===== config.mk =====
export PLATFORM = sky130hd
export DESIGN_NAME = hp_tracker
export DESIGN_NICKNAME = d
export VERILOG_FILES = /design/src/rtl/hp_pkg.sv /design/src/rtl/hp_bar_render.sv /design/src/rtl/hp_tracker.sv
export SDC_FILE = /design/constraint.sdc
export NUM_CORES = 1
export LEC_CHECK = 0
export CAP_MARGIN = 10
export CORE_MARGIN = 1
export CORE_UTILIZATION = 49
export DETAILED_ROUTE_END_ITERATION = 6
export PLACE_DENSITY = 0.84
export SLEW_MARGIN = 0
export SYNTH_ARGS = -nofsm -noshare
export SYNTH_HDL_FRONTEND = slang
export SYNTH_SLANG_ARGS = --single-unit

===== constraint.sdc =====
create_clock -name clk -period 2.8 [get_ports clk]
set_input_delay 0.42 -clock clk [delete_from_list [all_inputs] [get_ports clk]]
set_output_delay 0.42 -clock clk [all_outputs]
set_load 0.02 [all_outputs]

===== src/rtl/hp_pkg.sv =====
// Shared types and constants for the player HP tracker and its bar renderer.
package hp_pkg;

    // Player life-cycle state
    typedef enum logic [1:0] {
        ALIVE  = 2'd0,
        INVULN = 2'd1,
        DEAD   = 2'd2
    } hp_state_e;

    // 12-bit RGB (4:4:4) colours used by the HP bar
    localparam logic [11:0] HP_YELLOW = 12'hFF0;
    localparam logic [11:0] HP_RED    = 12'hF00;
    localparam logic [11:0] HP_FLASH  = 12'hFFF;
    localparam logic [11:0] HP_NONE   = 12'h000;

    // Width of the invulnerability down-counter; wide enough for several seconds at 65 MHz
    localparam int unsigned HP_CNT_W = 32;

endpackage


===== src/rtl/hp_bar_render.sv =====
// Purely combinational HP bar: a MAX_HP-wide rectangle, filled yellow up to the
// current HP and red beyond it. Output is zero outside the rectangle so it can be
// summed with other sprite layers.
module hp_bar_render
    import hp_pkg::*;
#(
    parameter int unsigned MAX_HP     = 20,
    parameter int unsigned BAR_X      = 432,
    parameter int unsigned BAR_Y      = 472,
    parameter int unsigned BAR_UNIT_W = 8,
    parameter int unsigned BAR_H      = 16
) (
    input  logic [10:0] hcount_in,
    input  logic [9:0]  vcount_in,
    input  logic [7:0]  hp_in,
    input  logic        flash_in,
    output logic [11:0] pixel_out
);

    // Rectangle bounds, held in 32 bits so no sum can wrap
    localparam logic [31:0] X_LO = 32'(BAR_X);
    localparam logic [31:0] X_HI = 32'(BAR_X + MAX_HP * BAR_UNIT_W);
    localparam logic [31:0] Y_LO = 32'(BAR_Y);
    localparam logic [31:0] Y_HI = 32'(BAR_Y + BAR_H);

    logic [31:0] x_w;
    logic [31:0] y_w;
    logic [31:0] fill_end_w;
    logic        in_rect_w;
    logic        in_fill_w;

    // Widen coordinates and locate the end of the filled (alive) section
    always_comb begin
        x_w        = {21'd0, hcount_in};
        y_w        = {22'd0, vcount_in};
        fill_end_w = X_LO + ({24'd0, hp_in} * 32'(BAR_UNIT_W));
        in_rect_w  = (x_w >= X_LO) && (x_w < X_HI) && (y_w >= Y_LO) && (y_w < Y_HI);
        in_fill_w  = (x_w < fill_end_w);
    end

    // Colour select: flash only replaces the filled part, the red remainder is steady
    always_comb begin
        pixel_out = HP_NONE;
        if (in_rect_w) begin
            if (in_fill_w) begin
                pixel_out = flash_in ? HP_FLASH : HP_YELLOW;
            end else begin
                pixel_out = HP_RED;
            end
        end
    end

endmodule


===== src/rtl/hp_tracker.sv =====
// Player HP tracker: accepts one-cycle damage pulses, applies invulnerability
// frames after each accepted hit, reports death, and draws the HP bar.
module hp_tracker
    import hp_pkg::*;
#(
    parameter int unsigned MAX_HP        = 20,
    parameter int unsigned DAMAGE_AMT    = 4,
    parameter int unsigned IFRAME_CYCLES = 32_500_000,
    parameter int unsigned FLASH_BIT     = 22,
    parameter int unsigned BAR_X         = 432,
    parameter int unsigned BAR_Y         = 472,
    parameter int unsigned BAR_UNIT_W    = 8,
    parameter int unsigned BAR_H         = 16
) (
    input  logic        clk,
    input  logic        rst,
    input  logic [10:0] hcount_in,
    input  logic [9:0]  vcount_in,
    input  logic        damage_in,
    input  logic        restart_in,
    output logic [7:0]  hp_out,
    output logic        invuln_out,
    output logic        dead_out,
    output logic        died_out,
    output logic [11:0] pixel_out
);

    localparam logic [7:0]          HP_FULL  = 8'(MAX_HP);
    localparam logic [7:0]          HP_DMG   = 8'(DAMAGE_AMT);
    localparam logic [HP_CNT_W-1:0] CNT_LOAD = HP_CNT_W'(IFRAME_CYCLES - 1);

    hp_state_e           state_q;
    logic [7:0]          hp_q;
    logic [7:0]          hp_hit_d;
    logic [HP_CNT_W-1:0] cnt_q;
    logic                invuln_q;
    logic                dead_q;
    logic                died_q;
    logic                flash_d;

    // HP after a hit, clamped at zero instead of wrapping
    always_comb begin
        hp_hit_d = (hp_q <= HP_DMG) ? 8'd0 : (hp_q - HP_DMG);
    end

    // Life-cycle FSM with HP, i-frame counter and registered status outputs.
    // The counter is loaded with IFRAME_CYCLES-1 and INVULN exits the cycle after
    // it reads zero, so INVULN lasts exactly IFRAME_CYCLES clocks.
    always_ff @(posedge clk or posedge rst) begin
        if (rst) begin
            state_q  <= ALIVE;
            hp_q     <= HP_FULL;
            cnt_q    <= '0;
            invuln_q <= 1'b0;
            dead_q   <= 1'b0;
            died_q   <= 1'b0;
        end else begin
            died_q <= 1'b0;
            if (restart_in) begin
                state_q  <= ALIVE;
                hp_q     <= HP_FULL;
                cnt_q    <= '0;
                invuln_q <= 1'b0;
                dead_q   <= 1'b0;
            end else begin
                case (state_q)
                    ALIVE: begin
                        if (damage_in) begin
                            hp_q <= hp_hit_d;
                            if (hp_hit_d == 8'd0) begin
                                state_q <= DEAD;
                                dead_q  <= 1'b1;
                                died_q  <= 1'b1;
                            end else begin
                                state_q  <= INVULN;
                                cnt_q    <= CNT_LOAD;
                                invuln_q <= 1'b1;
                            end
                        end
                    end
                    INVULN: begin
                        // damage is ignored for the whole window, including its last cycle
                        if (cnt_q == '0) begin
                            state_q  <= ALIVE;
                            invuln_q <= 1'b0;
                        end else begin
                            cnt_q <= cnt_q - 1'b1;
                        end
                    end
                    DEAD: begin
                        hp_q <= 8'd0;
                    end
                    default: begin
                        state_q  <= ALIVE;
                        hp_q     <= HP_FULL;
                        cnt_q    <= '0;
                        invuln_q <= 1'b0;
                        dead_q   <= 1'b0;
                    end
                endcase
            end
        end
    end

    // Bar blinks while invulnerable, driven by one bit of the i-frame counter
    always_comb begin
        flash_d = (state_q == INVULN) && cnt_q[FLASH_BIT];
    end

    assign hp_out     = hp_q;
    assign invuln_out = invuln_q;
    assign dead_out   = dead_q;
    assign died_out   = died_q;

    hp_bar_render #(
        .MAX_HP     (MAX_HP),
        .BAR_X      (BAR_X),
        .BAR_Y      (BAR_Y),
        .BAR_UNIT_W (BAR_UNIT_W),
        .BAR_H      (BAR_H)
    ) u_bar (
        .hcount_in (hcount_in),
        .vcount_in (vcount_in),
        .hp_in     (hp_q),
        .flash_in  (flash_d),
        .pixel_out (pixel_out)
    );

endmodule


==> results of run 1 <==
-- where the power goes --
part	leakage [nW]	internal, W	switching (W)
combinational	1.02	0.000832	0.00126
clock	0.0542	0.000223	0.000229
sequential	0.594	0.000835	0.000161
total	1.67	0.00189	0.00165
-- cell usage in the layout, fill, tap and decap left out, drive strengths merged, types with 6 or more instances in the layout --
master | netlist | routed
a21oi | 34 | 34
a31oi | 15 | 15
buf | 17 | 42
clkbuf | 12 | 7
clkdlybuf4s50 | 0 | 29
dfrtp | 43 | 43
ha | 16 | 16
inv | 15 | 14
nand2 | 22 | 22
nand2b | 6 | 6
nand3 | 8 | 8
nor2 | 30 | 30
nor3 | 21 | 21
nor4 | 8 | 8
o211ai | 5 | 6
o21ai | 51 | 51
o31ai | 13 | 13
or3 | 8 | 8
-- metrics by stage --
| step | total power (W) | instance area (µm²) | setup slack, ns | hold WS [ns] |
|---|---|---|---|---|
| after CTS | 0.00342 | 3820 | -0.337 | 0.478 |
| after detailed placement | 0.00296 | 3750 | -0.453 | 0.462 |
| after global placement | 0.00287 | 3750 | -0.351 | 0.453 |
| after floorplan | 0.00234 | 3190 | -0.134 | 0.436 |
| final | 0.00354 | 3860 | -0.312 | 0.478 |
| after global routing | 0.00380 | 3860 | -0.442 | 0.496 |
-- area by class of cell --
class	instances	area, µm²	area share [%]
sequential	45	1130	29.2
clock inverter	1	5.00	0.130
inverter	15	56.3	1.46
tap	75	93.8	2.43
timing repair buffer	75	636	16.5
clock buffer	7	96.3	2.50
multi-input combinational	288	1840	47.8
-- cell usage after synthesis, drive strengths merged (6+ instances only) --
master	instances
a21oi	34
a31oi	15
buf	17
clkbuf	12
dfrtp	43
ha	16
inv	15
nand2	22
nand2b	6
nand3	8
nor2	30
nor3	21
nor4	8
o21ai	51
o31ai	13
or3	8
-- sequential cells by signal, indices dropped and copies added, names as in the netlist --
signal	count
cnt_q	32
hp_out	8
state_q	2
dead_out	1
died_out	1
invuln_out	1
-- routing by layer --
layer  global-route usage (%)  up-vias  part of all wire, %
met5                        0        -                    0
met4                     7.37        0                  2.0
met3                     4.00       20                  6.6
met2                     44.5      162                   49
met1                     33.1     1473                   43
li1                         -     1490                    -
-- kinds of logic after synthesis --
family / share of synthesized area, %
buffers and inverters: 7.38
adder cells (fa/ha/maj): 6.39
flip-flops: 36.0
AO/OA/AOI/OAI: 27.5
XOR/XNOR: 2.24
AND/OR/NAND/NOR: 20.5
-- worst max path at each step --
stage	startpoint	endpoint	slack, ns	depth (start not counted)
after global placement	hp_out[2]$_DFFE_PP1P_	pixel_out[4]	-0.35	11
after global routing	hp_out[2]$_DFFE_PP1P_	pixel_out[4]	-0.44	11
after detailed placement	hp_out[2]$_DFFE_PP1P_	pixel_out[5]	-0.45	11
after CTS	hp_out[2]$_DFFE_PP1P_	pixel_out[5]	-0.34	11
final	hp_out[2]$_DFFE_PP1P_	pixel_out[0]	-0.31	11
after floorplan	hp_out[2]$_DFFE_PP1P_	pixel_out[5]	-0.13	11
-- repair_timing --
item | 4_1_cts | 5_1_grt
gates resized for setup | 41 | 4
pin swaps | 2 | 1
endpoints found under the setup margin | 22 | 23
cloned | 0 | 1
setup buffers | 0 | 1
==> flow_metrics.py, run 1 <==
metrics = {
    "outcome": {
        "status": "finished with violations",
        "violations": "negative setup slack",
    },
    "clocking": {
        "cts_tree": "yes",
        "cts.sinks": 45,
        "clkTransAtPathRegs_ns": 0.08,
        "cts_root_buf": "clkbuf_8",
        "cts_made_buffers": 5,
        "clockBufferDepth": 2,
        "h-tree-depth": 2,
        "clock_latency_ns": 0.31,
        "cts_hold_buf": 0,
    },
    "cells_and_area": {
        "instances_no_fill": 506,
        "nNetsFinal": 471,
        "fill_cells": 514,
        "area_growth_pct": 23.1,
        "drive_gt1_share_pct": 15.5,
        "diodes": 0,
        "fin_util_pct": 63.7,
    },
    "grt": {
        "grtUsageTotal_pct": 25.8,
        "grt_pass1_wl_mm": 13.2,
        "grt_antenna_before_repair": 0,
        "gr-total-overflow": 0,
        "grt_pass1_vias": 2872,
        "grt_max_degree": 46,
    },
    "sta": {
        "setup_violations": 8,
        "slew_viol_final": 0,
        "max_freq_mhz": 321,
        "rsz0062_at_grt": "yes",
        "setup_ws_ns": -0.312,
        "max_slew_margin_pct": 53.9,
        "hold_violations": 0,
        "min_period_ns": 3.11,
        "worst_slew_pin_slew_ns": 0.691,
        "clock_skew_ns": 0.0103,
        "min_period_over_period_pct": 111,
        "finalSetupTns_ns": -2.41,
    },
    "logic_synthesis": {
        "synth_area_leaders": "dfrtp_1 34%, o21ai_0 7.8%, ha_1 6.4%",
        "ys_seq_area_share_pct": 36.0,
        "yosys_warnings": 0,
        "ys.flop_type": "dfrtp_1",
        "syn-cell-area_um2": 3130,
        "syn_inst": 376,
        "synth_top_area_cell": "dfrtp_1",
        "synthDominantCellAreaShare_pct": 34.3,
        "ys_types": 46,
        "synth_edf_count": 0,
        "syn-num-nets": 417,
        "synthArstFlopShare_pct": 100,
        "ys_seq_elements": 45,
        "syn_avg_cell_area_um2": 8.34,
    },
    "place": {
        "dp.cells": 496,
        "port_buffers": 41,
        "place.gp.congestion": 0.896,
        "dp_hpwl_mm": 5.75,
    },
    "critical_path": {
        "cp_slowest_stage_delay_ns": 0.54,
        "crit_chain": "inv_2 > ha_4 > o21a_1 > xnor2_1 > ha_1 > a21o_1 > a21oi_1 > o211ai_1 > a21o_1 > a21oi_4 > buf_2",
        "crit_top_cell": "a21o_1",
        "worst-path-buf-inv": 2,
        "worstRegToRegCells": 10,
        "crit_family": "compound AO/OA/AOI/OAI gates",
        "critical_path_class": "flop to output port",
        "crit_fanout": 4,
        "cp_slowest_cell": "dfstp_2",
        "arrival_ns": 2.69,
        "rrSetupSlack_ns": 0.05,
        "r2r-start": "hp_out[2]$_DFFE_PP1P_",
        "cp_data_required_time_ns": 2.38,
        "cp-end-kind": "output port",
        "crit_path_start_kind": "flop",
        "reg2reg_to": "cnt_q[12]$_DFFE_PP0P_",
    },
    "worst_hold_path": {
        "min_from": "cnt_q[26]$_DFFE_PP0P_",
        "min_to": "cnt_q[26]$_DFFE_PP0P_",
        "hp-class": "flop to flop",
        "hold_depth": 1,
    },
    "drt": {
        "drt_iter0_markers": 286,
        "drt_first_pass_iters": 5,
        "via_count": 3145,
        "remaining_drc_errors": 0,
        "drt_wl_total_mm": 8.38,
        "avgRoutedWirePerCell_um": 16.6,
        "routed_via_density": 6.22,
        "final_antenna_net_count": 0,
    },
    "floorplan": {
        "die_x_um": 82.0,
        "dieArea_um2": 6720,
        "rows": 28,
        "start_util_pct": 51.7,
        "die_h_um": 82.0,
        "core_um2": 6060,
        "ioPinCount": 48,
    },
    "power": {
        "powerDensity_nw_per_um2": 918,
        "p_leak_nw": 1.67,
        "vdd_drop_max_mv": 0.705,
    },
    "run": {
        "maxCapViolCount": 0,
    },
}
Power figures use the tool's default switching activity.
==> run 2: changes to the inputs <==
- CTS_CLUSTER_DIAMETER: not set -> 120
==> results of run 2 <==
Same layout as run 1: the final DEF is identical, and so are final timing and power.
